`src/rtl/wishbone_vga_fill_master.sv`:
```
// rtl/wishbone_vga_fill_master.sv - Wishbone classic write master that block-fills VGA frame memory
// Writes a constant or incrementing 32-bit pattern, one single-beat transfer per word.
module wishbone_vga_fill_master #(
   parameter int ADR_W          = 12,
   parameter int CNT_W          = 13,
   parameter int TIMEOUT_CYCLES = 255
) (
   input  logic             clk_i,
   input  logic             rst_n_i,
   input  logic             start_i,
   input  logic             abort_i,
   input  logic [ADR_W-1:0] base_adr_i,
   input  logic [CNT_W-1:0] count_i,
   input  logic [31:0]      fill_dat_i,
   input  logic [31:0]      data_step_i,
   input  logic [3:0]       fill_sel_i,
   output logic             wb_cyc_o,
   output logic             wb_stb_o,
   output logic             wb_we_o,
   output logic [3:0]       wb_sel_o,
   output logic [ADR_W-1:0] wb_adr_o,
   output logic [31:0]      wb_dat_o,
   input  logic             wb_ack_i,
   output logic             busy_o,
   output logic             done_o,
   output logic             timeout_o,
   output logic [CNT_W-1:0] beats_o
);

   localparam int WAIT_W = $clog2(TIMEOUT_CYCLES + 1);

   typedef enum logic {IDLE, WRITE} state_t;

   state_t            state;
   logic [CNT_W-1:0]  remaining;
   logic [31:0]       step_q;
   logic              abort_flag;
   logic [WAIT_W-1:0] wait_cnt;

   always_ff @(posedge clk_i or negedge rst_n_i) begin
      if (!rst_n_i) begin
         state      <= IDLE;
         wb_cyc_o   <= 1'b0;
         wb_stb_o   <= 1'b0;
         wb_we_o    <= 1'b0;
         wb_sel_o   <= '0;
         wb_adr_o   <= '0;
         wb_dat_o   <= '0;
         busy_o     <= 1'b0;
         done_o     <= 1'b0;
         timeout_o  <= 1'b0;
         beats_o    <= '0;
         remaining  <= '0;
         step_q     <= '0;
         abort_flag <= 1'b0;
         wait_cnt   <= '0;
      end else begin
         done_o <= 1'b0;
         case (state)
            IDLE: begin
               if (start_i) begin
                  beats_o    <= '0;
                  timeout_o  <= 1'b0;
                  abort_flag <= 1'b0;
                  wait_cnt   <= '0;
                  if (count_i != '0) begin
                     wb_cyc_o  <= 1'b1;
                     wb_stb_o  <= 1'b1;
                     wb_we_o   <= 1'b1;
                     wb_adr_o  <= base_adr_i;
                     wb_dat_o  <= fill_dat_i;
                     wb_sel_o  <= fill_sel_i;
                     step_q    <= data_step_i;
                     remaining <= count_i;
                     busy_o    <= 1'b1;
                     state     <= WRITE;
                  end else begin
                     done_o <= 1'b1;
                  end
               end
            end
            WRITE: begin
               if (abort_i)
                  abort_flag <= 1'b1;
               if (wb_stb_o && wb_ack_i) begin
                  beats_o   <= beats_o + CNT_W'(1);
                  remaining <= remaining - CNT_W'(1);
                  // an abort arriving on the ack edge still ends the job after this beat
                  if (remaining == CNT_W'(1) || abort_flag || abort_i) begin
                     wb_cyc_o <= 1'b0;
                     wb_stb_o <= 1'b0;
                     wb_we_o  <= 1'b0;
                     busy_o   <= 1'b0;
                     done_o   <= 1'b1;
                     state    <= IDLE;
                  end else begin
                     wb_adr_o <= wb_adr_o + ADR_W'(1);
                     wb_dat_o <= wb_dat_o + step_q;
                     wait_cnt <= '0;
                  end
               end else if (wait_cnt == WAIT_W'(TIMEOUT_CYCLES - 1)) begin
                  wb_cyc_o  <= 1'b0;
                  wb_stb_o  <= 1'b0;
                  wb_we_o   <= 1'b0;
                  busy_o    <= 1'b0;
                  done_o    <= 1'b1;
                  timeout_o <= 1'b1;
                  state     <= IDLE;
               end else begin
                  wait_cnt <= wait_cnt + WAIT_W'(1);
               end
            end
            default: state <= IDLE;
         endcase
      end
   end

endmodule

```
`config.mk`:
```
export PLATFORM = sky130hd
export DESIGN_NAME = wishbone_vga_fill_master
export DESIGN_NICKNAME = d
export VERILOG_FILES = /design/src/rtl/wishbone_vga_fill_master.sv
export SDC_FILE = /design/constraint.sdc
export NUM_CORES = 1
export LEC_CHECK = 0
export CORE_MARGIN = 5
export CORE_UTILIZATION = 50
export DETAILED_ROUTE_END_ITERATION = 12
export PLACE_DENSITY = 0.8
export REMOVE_ABC_BUFFERS = 1
export SLEW_MARGIN = 5
export SYNTH_ARGS = -nofsm -noshare
export SYNTH_HDL_FRONTEND = slang
export SYNTH_SLANG_ARGS = --single-unit
```
`constraint.sdc`:
```
create_clock -name clk_i -period 3 [get_ports clk_i]
set_input_delay 0.75 -clock clk_i [delete_from_list [all_inputs] [get_ports clk_i]]
set_output_delay 0.75 -clock clk_i [all_outputs]
set_load 0.1 [all_outputs]
```
==> summary.md, run 1 <==
| Metric | Value |
|---|---|
| Status | `finished clean` |
| Most frequent cells in the layout | `dfrtp_1 (118), clkdlybuf4s50_1 (96), buf_4 (85)` |
| Final Hold Fails | `0` |
| Commonest non-fill, non-tap cell in the layout | `dfrtp_1` |
| H-tree lvl count | `4` |
| Maximum number of pins on one net before global-route repair | `59` |
| Post-synth EDFFs | `0` |
| Clk slew on worst S/H paths | `0.05 ns` |
| Final wirelength | `18.9 mm` |
| Layout Nets | `1,060` |
| Final setup fails | `0` |
| Final period util | `97.4%` |
| Drt first pass iters | `5` |
| Synth top area share | `41.8%` |
| Initial Utilization | `51.2%` |
| Number of global-route vias before repair | `6,296` |
| Max Slew Vio Count | `0` |
| Antenna Nets Post-Route | `0` |
| CTS sink count | `119` |
| I/O Buffers | `164` |
| RSZ-0062 raised after global routing | `yes` |
| Worst hold slack | `0.363 ns` |
| CTS buffer count | `17` |
| Drt wl/cell | `17.0 um` |
| Worst hold path class | `input port to async pin` |
| Setup WS post-layout | `0.0770 ns` |
| Total grt overflow | `0` |
| Startpoint Class | `register` |
| Clock Latency Late Sink | `0.42 ns` |
| Synth Register Bits | `119` |
| Ys flop type | `dfrtp_1` |
| Ant diodes | `0` |
| Die Area | `0.0167 mm2` |
| Core ar. | `0.0139 mm2` |
| Setup WS pre-CTS | `0.0376 ns` |
| Total global-route track usage | `23.1%` |
| Die width | `129 um` |
| Die Ht | `129 um` |
| Worst slew margin | `51.0%` |
| CTS tree | `yes` |
| CTS root buffer | `clkbuf_16` |
| Clk buf depth | `2` |
| Area Overhead vs Synth | `33.5%` |
| Final instance area | `0.00951 mm2` |
| Routed vias | `6,335` |
| Worst Tran Pin Value | `0.727 ns` |
| Post-Place Cell Area | `0.00887 mm2` |
| Syn Inst Count | `750` |
| Fmax | `342 MHz` |
| Mean Syn Cell Area | `9.51 um2` |
| Post-detail-place hpwl | `13.5 mm` |
| Min Tclk post-route | `2.92 ns` |
| Placer Congestion | `0.868` |
| DRT iter0 DRCs | `409` |
| CP endpoint kind | `register` |
| R2R cell count | `12` |
| Global-route wire length before repair | `30.7 mm` |
| Floorplan row count | `43` |
| Boundary pin count | `165` |
| Synth Cell Area | `0.00713 mm2` |
| Critical path type | `register to register` |
| Critical path required time | `3.34 ns` |
| Synthesis warning total | `0` |
| Drt via density | `5.67` |
| CP arrival | `3.27 ns` |
| Worst-path maximum fanout | `3` |
| Synth area leader | `dfrtp_1` |
| Initial antenna violation count | `1` |
| Cts hold-fix bufs | `0` |
| FF-to-FF End | `wb_dat_o[28]$_DFFE_PN0P_` |
| Synth async-reset ratio | `100%` |
| R2R Setup Slk | `0.08 ns` |
| Seq/Total Area, Yosys | `41.8%` |
| Synth top area cells | `dfrtp_1 (42%), ha_1 (6.5%), mux2_2 (5.7%)` |
| Share of cells above drive strength 1 | `20.1%` |
| Worst r2r src | `step_q[0]$_DFFE_PN0P_` |
| Number of distinct library cells after synthesis | `75` |
| Final Skew | `0.00554 ns` |
| Maxcap violations | `0` |
| Post-route DRC | `0` |
-- per-layer routing --
metal / vias up / part of all wire (%) / global-route usage (%) / wire length (um)
met4: 2 / 2.2 / 8.01 / 413
li1: 3104 / - / - / -
met3: 35 / 6.9 / 7.05 / 1310
met2: 176 / 48 / 37.1 / 9000
met1: 3018 / 43 / 29.9 / 8210
met5: - / 0.069 / 0 / 13
-- metrics by stage --
step | setup TNS (ns) | utilization, % | cells
final | 0 | 68.3 | 1117
after global routing | -0.0616 | 68.3 | 1117
after global placement | 0 | 63.6 | 1081
after detailed placement | 0 | 63.6 | 1081
after floorplan | -137.65 | - | 719
after CTS | 0 | 67.8 | 1113
-- how the worst max path moves through the flow --
stage,from,endpoint,slack (ns),depth (start not counted)
2_1_floorplan,busy_o$_DFFE_PN0P_,wb_adr_o[4]$_DFFE_PN0P_,-1.87,7
3_3_place_gp,wb_dat_o[0]$_DFFE_PN0P_,wb_dat_o[30]$_DFFE_PN0P_,0.08,11
3_5_place_dp,wb_dat_o[0]$_DFFE_PN0P_,wb_dat_o[30]$_DFFE_PN0P_,0.04,11
4_1_cts,wb_dat_o[0]$_DFFE_PN0P_,wb_dat_o[30]$_DFFE_PN0P_,0.02,11
5_1_grt,step_q[0]$_DFFE_PN0P_,wb_dat_o[28]$_DFFE_PN0P_,-0.05,12
6_report,step_q[0]$_DFFE_PN0P_,wb_dat_o[28]$_DFFE_PN0P_,0.08,12
-- worst max-delay path: stages, from the launching register on --
cell and delay (ns):
dfrtp_1 0.38, ha_2 0.21, fa_2 0.38, a21o_4 0.22
a221o_1 0.37, a211oi_4 0.28, nor4_2 0.07, o21a_1 0.21
buf_4 0.15, o41ai_4 0.22, xnor2_1 0.15, nand2_1 0.07
a21oi_1 0.14
-- synthesized netlist by cell type, types with 3 or more instances --
master and n:
a211oi_1 3, a21o_1 11, a21o_2 3, a21oi_1 61
a221oi_1 5, a31oi_1 3, and3_1 17, buf_2 6
buf_4 5, clkbuf_1 15, dfrtp_1 119, ha_1 37
inv_1 10, mux2_2 36, mux2i_1 18, nand2_1 77
nand3_1 32, nand4_1 5, nor2_1 63, nor2b_1 5
nor3_1 12, nor3b_1 4, nor4_1 6, o211ai_1 6
o21a_1 3, o21ai_0 65, o21ai_1 3, o21bai_1 3
o22ai_1 18, o31ai_1 3, or3_1 6, xnor2_1 17
xor2_1 19
-- registers in the layout, summed over array words and instances (netlist names), 4 cells and up --
signal / flops
wb_sel_o: 4
step_q: 32
beats_o: 13
wb_adr_o: 12
remaining: 13
wb_dat_o: 32
wait_cnt: 8
-- final cells by class --
type / count / area (um2)
tap: 180 / 225
clock buffer: 24 / 512
multi-input combinational: 589 / 3990
timing repair buffer: 186 / 1700
sequential: 119 / 2980
fill: 1085 / 4420
clock inverter: 8 / 68.8
inverter: 11 / 41.3
-- timing repair --
action,CTS,global route
gates cloned,0,0
setup buffers,0,4
setup endpoints to repair,1,3
pin swaps,1,11
gates resized for setup,1,5
-- cell families after synthesis --
family | count (synthesis) | share of synthesized area (%)
multiplexers | 54 | 8.21
AND/OR/NAND/NOR | 241 | 16.1
adder cells (fa/ha/maj) | 38 | 6.77
buffers and inverters | 42 | 2.93
flip-flops | 119 | 41.8
XOR/XNOR | 36 | 4.42
AO/OA/AOI/OAI | 220 | 19.8
Power of run 1 is not shown: default switching activity piles up to over one toggle a cycle in this logic, so the estimate is an artifact.
==> run 2: changes to the inputs <==
--- a/config.mk
+++ b/config.mk
@@ -10,6 +10,7 @@
 export DETAILED_ROUTE_END_ITERATION = 12
 export PLACE_DENSITY = 0.8
 export REMOVE_ABC_BUFFERS = 1
+export SETUP_SLACK_MARGIN = 0.15
 export SLEW_MARGIN = 5
 export SYNTH_ARGS = -nofsm -noshare
 export SYNTH_HDL_FRONTEND = slang
==> run 2 against run 1 <==
Critical path depth is 2 lower. Critical path type unchanged. Core utilization increased by 0.099 points. Design area rose by 0.14%. First-iteration DRC count increased by 12%. Sequential share of layout area is essentially flat. Wire length is essentially flat. Global-route usage is 0.052 points higher. Largest cell class unchanged. Die area is the same. Worst setup slack gained 0.13 ns.
==> summary.md, run 2 (synthesized netlist as in run 1, its figures left out) <==
| Metric | Value |
|---|---|
| RSZ-0062 raised after global routing | `yes` |
| Initial antenna violation count | `1` |
| R2R cell count | `10` |
| Core ar. | `0.0139 mm2` |
| I/O Buffers | `164` |
| Final Skew | `0.00582 ns` |
| Setup WS pre-CTS | `0.0376 ns` |
| Die width | `129 um` |
| Fin util | `68.4%` |
| Startpoint Class | `register` |
| Routed vias | `6,350` |
| CP arrival | `3.09 ns` |
| Clock Latency Late Sink | `0.42 ns` |
| Critical path type | `register to register` |
| CP endpoint kind | `register` |
| Post-detail-place hpwl | `13.5 mm` |
| Commonest non-fill, non-tap cell in the layout | `dfrtp_1` |
| Fmax | `358 MHz` |
| Status | `finished clean` |
| Number of global-route vias before repair | `6,319` |
| Critical path required time | `3.29 ns` |
| Sequential cell area | `0.00298 mm2` |
| CTS buffer count | `17` |
| Global-route wire length before repair | `30.8 mm` |
| Met2 usage | `37.4%` |
| CTS tree | `yes` |
| Cts hold-fix bufs | `0` |
| H-tree lvl count | `4` |
| DRT iter0 DRCs | `458` |
| Worst hold path class | `input port to async pin` |
| Placer Congestion | `0.868` |
| Final wirelength | `19.0 mm` |
| Worst-path maximum fanout | `4` |
| Met3 Use GR | `7.05%` |
| Boundary pin count | `165` |
| Die Ht | `129 um` |
| Setup WS post-layout | `0.205 ns` |
| Final period util | `93.2%` |
| Drt via density | `5.67` |
| Share of cells above drive strength 1 | `20.4%` |
| Min Tclk post-route | `2.79 ns` |
| Area of the multi-input gates | `0.00399 mm2` |
| GRT Max-Usage Layer | `met2` |
| Worst slew margin | `53.1%` |
| Floorplan row count | `43` |
| Sum Neg Setup Slack | `0 ns` |
| Clk slew on worst S/H paths | `0.05 ns` |
| Most frequent cells in the layout | `dfrtp_1 (118), clkdlybuf4s50_1 (96), buf_4 (87)` |
| Worst Tran Pin Value | `0.696 ns` |
| Post-route DRC | `0` |
| Regs by FF count | `step_q x32, wb_dat_o x32` |
| Maxcap violations | `0` |
| Drt first pass iters | `4` |
| Maximum number of pins on one net before global-route repair | `59` |
| Ant diodes | `0` |
| Layout Cells excl Fill | `1,119` |
| # fillers | `1,084` |
| Total global-route track usage | `23.1%` |
| M1 GR Usage | `29.9%` |
| Placed Cells incl. Taps | `1,081` |
| Drt wl/cell | `16.9 um` |
| Clk buf depth | `2` |
| Die Area | `0.0167 mm2` |
| Area Overhead vs Synth | `33.6%` |
| Final setup fails | `0` |
| Antenna Nets Post-Route | `0` |
| Total grt overflow | `0` |
| Layout Nets | `1,062` |
| CTS root buffer | `clkbuf_16` |
| Final Hold Fails | `0` |
| Max Slew Vio Count | `0` |
| CTS sink count | `119` |
| Initial Utilization | `51.2%` |
==> run 2: cell types whose count changed in the layout (fill, tap and decap cells not counted) <==
| cell | before | now |
|---|---|---|
| a21boi_2 | 0 | 1 |
| o41ai_4 | 1 | 0 |
| o41ai_2 | 0 | 1 |
| a2111oi_0 | 1 | 0 |
| buf_4 | 85 | 87 |
| a2111oi_1 | 0 | 1 |
| a211oi_2 | 0 | 1 |
| a21boi_1 | 2 | 1 |
| a211oi_1 | 3 | 2 |
==> run 2: layout make-up <==
| type | instances | area share [%] |
|---|---|---|
| clock inverter | 8 | 0.722 |
| clock buffer | 24 | 5.37 |
| multi-input combinational | 589 | 41.9 |
| timing repair buffer | 188 | 18.0 |
| inverter | 11 | 0.433 |
| sequential | 119 | 31.3 |
| tap | 180 | 2.36 |
==> run 2: metal layers <==
| metal | vias to the layer above | share of wire, % |
|---|---|---|
| met2 | 171 | 48 |
| li1 | 3118 | - |
| met4 | 2 | 2.1 |
| met1 | 3027 | 43 |
| met3 | 32 | 6.8 |
| met5 | - | 0.069 |
==> run 2: worst max-delay path, stage by stage, from the launching register on <==
cell and delay, ns:
dfrtp_1 0.38, ha_2 0.20, fa_2 0.36, a21o_4 0.22
a221o_1 0.34, a211oi_4 0.28, or2_4 0.18, a311o_2 0.20
o21bai_2 0.07, xor2_1 0.14, a221o_1 0.30
==> run 2: path summary, 6_finish.rpt <==
check	start	end	slack, ns
setup / recovery	wb_dat_o[0]$_DFFE_PN0P_	wb_dat_o[18]$_DFFE_PN0P_	0.21
hold / removal	rst_n_i	remaining[8]$_DFFE_PN0P_	0.36
setup reg to reg	wb_dat_o[0]$_DFFE_PN0P_	wb_dat_o[18]$_DFFE_PN0P_	0.21
hold reg to reg	wait_cnt[6]$_DFFE_PN0P_	wait_cnt[6]$_DFFE_PN0P_	0.50
max in group asynchronous	rst_n_i	step_q[25]$_DFFE_PN0P_	1.88
min in group clk_i	wait_cnt[6]$_DFFE_PN0P_	wait_cnt[6]$_DFFE_PN0P_	0.50
==> run 2: repair_timing <==
item | 4_1_cts | 5_1_grt
endpoints found under the hold margin | 0 | 0
setup buffers | 4 | 2
gates resized for setup | 4 | 4
setup endpoints to repair | 3 | 12
pin swaps | 9 | 7
==> run 2: metrics by stage <==
stage,hold WS (ns),area [um2]
5_1_grt,0.402,9530
3_3_place_gp,0.469,8870
4_1_cts,0.370,9500
3_5_place_dp,0.473,8870
6_report,0.361,9530
2_1_floorplan,0.448,6960
Power of run 2 is left out for the same reason.
